===== config.mk =====
export PLATFORM = sky130hd
export DESIGN_NAME = unidad_control
export DESIGN_NICKNAME = d
export VERILOG_FILES = /design/src/rtl/micro_pkg.sv /design/src/rtl/ctl_watchdog.sv /design/src/rtl/unidad_control.sv
export SDC_FILE = /design/constraint.sdc
export NUM_CORES = 1
export LEC_CHECK = 0
export CORE_MARGIN = 2
export CORE_UTILIZATION = 30
export DETAILED_ROUTE_END_ITERATION = 7
export GPL_TIMING_DRIVEN = 0
export PLACE_DENSITY = 0.62
export SLEW_MARGIN = 20
export SYNTH_ARGS = -nofsm -noshare
export SYNTH_HDL_FRONTEND = slang
export SYNTH_SLANG_ARGS = --single-unit

===== constraint.sdc =====
create_clock -name i_Clk -period 1.85 [get_ports i_Clk]
set_input_delay 0.37 -clock i_Clk [delete_from_list [all_inputs] [get_ports i_Clk]]
set_output_delay 0.37 -clock i_Clk [all_outputs]
set_load 0.01 [all_outputs]

===== src/rtl/micro_pkg.sv =====
// Shared definitions for the 8-bit micro: instruction fields, opcodes,
// jump sub-codes and the control sequencer state encoding.
package micro_pkg;

  localparam int INSTR_W = 9;
  localparam int DATA_W  = 8;
  localparam int OP_W    = 3;

  // Opcode field instr[8:6]
  localparam logic [OP_W-1:0] OP_NOP  = 3'b000;
  localparam logic [OP_W-1:0] OP_MOVI = 3'b001;
  localparam logic [OP_W-1:0] OP_LD   = 3'b010;
  localparam logic [OP_W-1:0] OP_ST   = 3'b011;
  localparam logic [OP_W-1:0] OP_OUT  = 3'b100;
  localparam logic [OP_W-1:0] OP_MOV  = 3'b101;
  localparam logic [OP_W-1:0] OP_ALU  = 3'b110;
  localparam logic [OP_W-1:0] OP_JMP  = 3'b111;

  // Sub-codes carried in RY when op = OP_JMP
  localparam logic [2:0] JMP_JMP  = 3'b000;
  localparam logic [2:0] JMP_CALL = 3'b001;
  localparam logic [2:0] JMP_HALT = 3'b010;

  typedef enum logic [2:0] {
    ST_FETCH    = 3'd0,
    ST_DECODE   = 3'd1,
    ST_EXEC     = 3'd2,
    ST_MEM_WAIT = 3'd3,
    ST_HALT     = 3'd4
  } state_t;

  // Opcodes that go through the data-memory req/ack handshake
  function automatic logic is_mem_op(input logic [OP_W-1:0] op);
    return (op == OP_LD) || (op == OP_ST) || (op == OP_OUT);
  endfunction

endpackage


===== src/rtl/ctl_watchdog.sv =====
// Data-memory timeout counter. Cleared by load, counts while count is high,
// and flags expire on the LIMIT-th counted cycle.
module ctl_watchdog #(
  parameter int LIMIT = 15,
  parameter int CNT_W = 8
) (
  input  logic i_Clk,
  input  logic i_Rst,
  input  logic load,
  input  logic count,
  output logic expire
);

  logic [CNT_W-1:0] cnt;

  // Expire is combinational so the sequencer can leave MEM_WAIT on that same edge
  assign expire = count && (cnt == CNT_W'(LIMIT - 1));

  // Wait-cycle counter; holds once expired so it never wraps
  always_ff @(posedge i_Clk) begin
    if (i_Rst || load)        cnt <= '0;
    else if (count && !expire) cnt <= cnt + CNT_W'(1);
  end

endmodule


===== src/rtl/unidad_control.sv =====
// Multi-cycle control sequencer: FETCH -> DECODE -> EXEC -> {FETCH|MEM_WAIT|HALT}.
// Optional build macro CTL_SINGLE_STEP_EN adds i_Step; FETCH then waits for it.
module unidad_control
  import micro_pkg::*;
#(
  parameter int PC_W        = 8,
  parameter int RESET_PC    = 0,
  parameter int MEM_TIMEOUT = 15
) (
  input  logic            i_Clk,
  input  logic            i_Rst,
`ifdef CTL_SINGLE_STEP_EN
  input  logic            i_Step,
`endif
  output logic [PC_W-1:0] o_PC,
  input  logic [8:0]      i_Rom_Data,
  output logic [8:0]      o_Instr,
  output logic [PC_W-1:0] o_Ret_Addr,
  input  logic [7:0]      i_Jump_Addr,
  output logic            o_Ctl_Reg,
  output logic            o_Mem_Req,
  output logic            o_Mem_We,
  input  logic            i_Mem_Ack,
  output logic            o_Halted,
  output logic            o_Fault
);

  state_t          state, nxt;
  logic [PC_W-1:0] pc, jump_tgt;
  logic [8:0]      ir;
  logic [2:0]      op, ry;
  logic            fault, step_ok, wd_expire, mem_op, mem_done;
  logic            pc_inc, pc_jump, wd_load, wd_count;

  assign op       = ir[8:6];
  assign ry       = ir[2:0];
  assign mem_op   = is_mem_op(op);
  assign mem_done = mem_op && i_Mem_Ack;
  // Register value is 8 bits; fit it to the PC width (truncate or zero-extend)
  assign jump_tgt = PC_W'(i_Jump_Addr);

`ifdef CTL_SINGLE_STEP_EN
  assign step_ok = i_Step;
`else
  assign step_ok = 1'b1;
`endif

  assign wd_load  = (state == ST_EXEC);
  assign wd_count = (state == ST_MEM_WAIT) && !i_Mem_Ack;

  ctl_watchdog #(.LIMIT(MEM_TIMEOUT)) u_watchdog (
    .i_Clk  (i_Clk),
    .i_Rst  (i_Rst),
    .load   (wd_load),
    .count  (wd_count),
    .expire (wd_expire)
  );

  // State register
  always_ff @(posedge i_Clk) begin
    if (i_Rst) state <= ST_FETCH;
    else       state <= nxt;
  end

  // Next-state: an ack always wins over an expiring watchdog in the same cycle
  always_comb begin
    nxt = state;
    case (state)
      ST_FETCH:    if (step_ok) nxt = ST_DECODE;
      ST_DECODE:   nxt = ST_EXEC;
      ST_EXEC: begin
        if (mem_op)                             nxt = mem_done ? ST_FETCH : ST_MEM_WAIT;
        else if (op == OP_JMP && ry == JMP_HALT) nxt = ST_HALT;
        else                                    nxt = ST_FETCH;
      end
      ST_MEM_WAIT: begin
        if (mem_done)       nxt = ST_FETCH;
        else if (wd_expire) nxt = ST_HALT;
      end
      ST_HALT:     nxt = ST_HALT;
      default:     nxt = ST_FETCH;
    endcase
  end

  // Outputs and PC-update decode; the instruction stays on the bus for the whole memory window
  always_comb begin
    o_Instr   = '0;
    o_Ctl_Reg = 1'b0;
    o_Mem_Req = 1'b0;
    o_Mem_We  = 1'b0;
    pc_inc    = 1'b0;
    pc_jump   = 1'b0;
    case (state)
      ST_EXEC: begin
        o_Instr   = ir;
        o_Ctl_Reg = (op == OP_ALU);
        o_Mem_Req = mem_op;
        o_Mem_We  = mem_op && (op != OP_LD);
        pc_jump   = (op == OP_JMP) && (ry == JMP_JMP || ry == JMP_CALL);
        if (mem_op) pc_inc = i_Mem_Ack;
        else        pc_inc = !(op == OP_JMP && (ry == JMP_JMP || ry == JMP_CALL || ry == JMP_HALT));
      end
      ST_MEM_WAIT: begin
        o_Instr   = ir;
        o_Mem_Req = 1'b1;
        o_Mem_We  = (op != OP_LD);
        pc_inc    = i_Mem_Ack;
      end
      default: ;
    endcase
  end

  // Datapath: IR capture, PC update and sticky fault
  always_ff @(posedge i_Clk) begin
    if (i_Rst) begin
      pc    <= PC_W'(RESET_PC);
      ir    <= '0;
      fault <= 1'b0;
    end else begin
      if (state == ST_DECODE) ir <= i_Rom_Data;
      if (pc_jump)     pc <= jump_tgt;
      else if (pc_inc) pc <= pc + PC_W'(1);
      if (state == ST_MEM_WAIT && !i_Mem_Ack && wd_expire) fault <= 1'b1;
    end
  end

  assign o_PC       = pc;
  assign o_Ret_Addr = pc + PC_W'(1);
  assign o_Halted   = (state == ST_HALT);
  assign o_Fault    = fault;

endmodule


---- After elaboration in Yosys (flattened, before gate mapping) ----
Cells that the tools add are included.
operators by class
  add/sub/neg operators ................... 2
  multiply operators ...................... 0
  div/mod/pow operators ................... 0
  $lt $le $gt $ge ......................... 0
  eq/ne operators ......................... 14
  shifts and indexed selects .............. 0
  multiplexer cells ....................... 15
  bitwise logic cells ..................... 0
  reductions and logical operators ........ 21
operators by type and width
  cell                   count
  $add A8 B1 Y8 const B  2
  $mux W8                2
  $eq A3 B2 Y1 const B   5
  $pmux W3 S5            1
  $eq A3 B3 Y1 const B   4
  $mux W3                4
  $logic_and A1 B1 Y1    9
  $mux W9                1
  $eq A8 B4 Y1 const B   1
  $eq A3 B1 Y1 const B   2
  $logic_not A3 Y1       2
  $ne A3 B2 Y1 const B   2
  $pmux W1 S2            3
  $logic_or A1 B1 Y1     5
  $logic_not A1 Y1       3
  $mux W1                3
  $mux W2                1
  $reduce_bool A2 Y1     1
  $reduce_or A2 Y1       1
word-level totals
  bits in registers ....................... 29
  latch bits .............................. 0
  RAM bits ................................ 0
  ROM bits ................................ 0
  bits of input ports ..................... 20
  word-level logic and storage cells ...... 57
  memories ................................ 0

---- Logic depth before layout (Yosys ltp) ----
  depth in word-level cells ............... 9
  gate-level depth with buffers ........... 6
  depth with buffers taken out ............ 5

---- Cells and area by module ----
From an unflattened synthesis, not the netlist that was laid out.
second synthesis, totals
  cells, all modules ...................... 203
  area total of the unflattened synthesis .. 1,732.9 µm²
by module, submodules not included
  module          times used  cells each  area each (µm²)
  unidad_control  1           150         1,293.7
  ctl_watchdog    1           53          439.2

---- Worst setup path before layout ----
OpenSTA, ideal clock, no wires.
  path kind ............................... reg-to-output
  start ................................... register pc[2] (netlist: o_PC[2])
  end ..................................... output o_Ret_Addr[7]
  arrival ................................. 1,308 ps
  required time ........................... 1,480 ps
  slack ................................... 172 ps
  stages on the path, launching flop included .. 4
  buffers on the path ..................... 0
  cell sequence ........................... dfxtp_1 nand3_1 o31a_1 or2_2
on the way
  cells in the longest elaborated chain, start to end .. 1
RTL lines
  element                 RTL line               source
  start, declared         unidad_control.sv:29   logic [PC_W-1:0] pc, jump_tgt;
  start signal, assigned  unidad_control.sv:116  pc <= PC_W'(RESET_PC);
  start signal, assigned  unidad_control.sv:121  if (pc_jump) pc <= jump_tgt;
  start signal, assigned  unidad_control.sv:122  else if (pc_inc) pc <= pc + PC_W'(1);
  $add A8 B1 Y8           unidad_control.sv:128  assign o_Ret_Addr = pc + PC_W'(1);
  end, declared           unidad_control.sv:18   output logic [PC_W-1:0] o_Ret_Addr,
Every way passes these cells.

---- Worst setup path after layout ----
  start ................................... register pc[1] (netlist: o_PC[1])
  end ..................................... output o_Ret_Addr[6]
The elaborated chain is that of the path after synthesis.

==> results.json <==
{
  "worst_slack_ns": -0.003984,
  "swShare_pct": 31.38,
  "finalCritPeriodShare_pct": 100.2,
  "clk_pin_slew_ns": 0.07,
  "grt_usage_pct": 14.67,
  "finClkSkew_ns": 0.006714,
  "crit_start": "o_PC[1]",
  "synth_edf_count": 0,
  "vdd.ir_drop.worst_uv": 337.3,
  "pin_count_of_the_biggest_net_entering_global_routing": 15,
  "power.switching_mw": 0.5294,
  "power.combinational.fraction_pct": 26.1,
  "run_status": "finished, violations left",
  "worst_setup_path_endpoint": "o_Ret_Addr[6]",
  "antenna_cell_count": 0,
  "cts_root_buf": "clkbuf_8",
  "dr.first_iter.drc_count": 57,
  "post_synth_num_cell_types": 50,
  "global_route.overflow_total": 0,
  "remaining_number_of_nets_flagged_by_the_antenna_check_after_routing": 0,
  "fmaxAchievable_ghz": 0.5394,
  "hold_ws_ns": 0.4719,
  "cp_data_arrival_time_ns": 1.48,
  "crit-reg2reg-capture": "state[1]",
  "grt_pass1_wl_um": 7307,
  "worst-slew-pin-transition_ns": 0.6143,
  "fraction_of_layout_cells_with_a_size_suffix_above_1_pct": 27.27,
  "yosysWarnings": 0,
  "cts.htree.levels": 2,
  "fillers": 534,
  "timing.rr.start": "u_watchdog.cnt[5]",
  "max-clock-path-buffers": 2,
  "final-hold-violation-count": 0,
  "post-route-min-period_ns": 1.854,
  "design.core.area_sq_mm": 0.005507,
  "routed_via_density": 5.045,
  "timing.max_cap.violations": 0,
  "worstSetupEndpointType": "output pin",
  "cell_pwr_density_mw_per_mm2": 654.6,
  "ys_seq_area_share_pct": 33.79,
  "rsz0062_at_grt": "true",
  "ioPinCount": 50,
  "ff2ff_path_depth": 4,
  "wl_per_cell_um": 13.33,
  "drt_pre_antenna_iters": 4,
  "antenna_violations_before_repair": 0,
  "synthFlopType": "dfxtp_1",
  "tritoncts.num_buffers": 5,
  "required_ns": 1.48,
  "post_synth_instance_area_sq_mm": 0.001718,
  "sum_of_negative_setup_slack_ns": -0.003984,
  "die_w_um": 79.67,
  "sequentialPowerShare_pct": 43.6,
  "report.final.slew_viol_count": 0,
  "leakage_dissipation_nw": 0.9776,
  "final_common_cell": "clkdlybuf4s50_1",
  "drt-total-wl_um": 4478,
  "failed_checks": "negative setup slack",
  "synth_async_sr_flop_share_pct": 0,
  "syn_avg_cell_area_sq_um": 8.855,
  "cts_tree": "yes",
  "netlist_instances": 194,
  "place_worst_setup_slack_ns": -0.4031,
  "placement.io_buffers": 49,
  "critical_path_class": "flip-flop to output pin",
  "nets": 286,
  "worst-r2r-setup-slack_ns": 0.15,
  "synth.net_count": 217,
  "path_max_fanout": 3,
  "post-route-drc-count": 0,
  "synthToLayoutAreaGrowth_pct": 50.04,
  "timing.final.setup_violations": 1,
  "start_util_pct": 31.20,
  "min_path_type": "flip-flop to flip-flop",
  "hold_startpoint": "o_Fault",
  "cts_sinks": 29,
  "num_vias": 1695,
  "worstSetupStartpointType": "flip-flop",
  "power.clock.fraction_pct": 30.3,
  "num_rows": 27,
  "yosys_register_bits": 29,
  "die_h_um": 79.67,
  "first_global_vias": 1617,
  "finalWeightedCongestion": 0.7630,
  "dieArea_sq_mm": 0.006347,
  "slew_headroom_pct": 58.77,
  "dp.final_hpwl_um": 3081,
  "cts_hold_repair.buffers": 0,
  "clkLatencyLatePin_ns": 0.28,
  "internal_power_mw": 1.158,
  "layout.cells.most_common_list": "clkdlybuf4s50_1, nor2_1, dfxtp_1"
}
[synth_stat cells (2+ instances only)]
cell type,instances,area share (%)
dfxtp_1,29,34
o21ai_0,2,0.58
o31a_1,4,2.0
clkbuf_1,3,0.66
a31oi_1,2,0.73
inv_1,9,2.0
a211oi_1,3,1.3
ha_1,3,2.2
a21oi_1,9,2.6
nand2_1,8,1.7
xnor2_1,8,4.1
nor4_1,2,0.73
and2_1,10,3.6
mux2i_1,10,5.8
o211ai_1,3,1.3
a311oi_1,3,1.5
o41ai_1,3,1.5
nor2b_1,2,0.73
nand3_1,5,1.5
a31o_2,2,1.0
o311ai_0,2,1.0
nor3b_2,2,1.5
nor3_1,8,2.3
or2_2,3,1.1
buf_2,4,1.2
nand4_1,4,1.5
o21ai_1,2,0.58
o31ai_1,2,0.87
o21a_1,3,1.3
nor2_1,24,5.2
[power groups by stage]
| stage | clock network, mW | registers, mW | logic [mW] |
|---|---|---|---|
| floorplan | 0 | 0.723 | 0.262 |
| global route | 0.553 | 0.745 | 0.488 |
| detailed placement | 0 | 0.734 | 0.412 |
| CTS | 0.521 | 0.736 | 0.441 |
| finish | 0.510 | 0.736 | 0.441 |
| global placement | 0 | 0.733 | 0.411 |
[per-layer routing]
metal / global-route usage, % / part of all wire, %
met3: 4.186 / 6.4
met2: 23.11 / 44
met4: 6.724 / 1.8
met5: 0 / 0
met1: 18.44 / 48
[worst min-delay path by stage]
stage                         end  cells after the start  slack [ns]
after floorplan             ir[3]                      2        0.45
after global placement      ir[3]                      2        0.47
after detailed placement  o_Fault                      1        0.46
after CTS                 o_Fault                      1        0.48
after global routing      o_Fault                      1        0.51
final                     o_Fault                      1        0.47
[through the flow]
stage                     utilization [%]  std cells  total power [mW]  cell area [sq um]
after CTS                           46.24        334             1.698               2546
after global placement              41.74        315             1.144               2298
after floorplan                         -        194            0.9848               1718
after global routing                46.81        336             1.786               2577
after detailed placement            41.74        315             1.146               2298
final                               46.81        336             1.687               2577
[registers in the layout, summed over array words and instances (netlist names)]
name	count
o_PC	8
u_watchdog.cnt	8
ir	9
o_Fault	1
state	3
[repair_timing]
action / 4_1_cts / 5_1_grt
pin swaps: 6 / 5
buffers inserted: 13 / 2
endpoints found under the setup margin: 20 / 24
gates resized for setup: 65 / 21
[worst max-delay path: stages, from the launching register on]
cell and delay, ns:
dfxtp_4 0.38, buf_12 0.10, ha_4 0.14, nand2_2 0.06, o21a_1 0.18, or2_4 0.23
buf_6 0.12
[layout make-up]
cell class              count  area [sq um]  area share, %
repair buffers             64         586.8          22.77
flip-flops and latches     29         619.3          24.03
plain buffers               7         42.54          1.650
inverters                   9         33.78          1.311
multi-input cells         147          1122          43.54
clock inverters             2         10.01         0.3883
clock buffers               6         72.57          2.816
well taps                  72         90.09          3.495
[kinds of logic after synthesis]
kind of cell | synth area share [%]
AOI/OAI and AO/OA | 21.70
adders and majority gates | 2.185
and+or+nand+nor | 27.02
xor gates and xnor gates | 4.589
DFF | 33.79
muxes | 5.827
buffers and inverters | 4.880
Power figures use the tool's default switching activity.
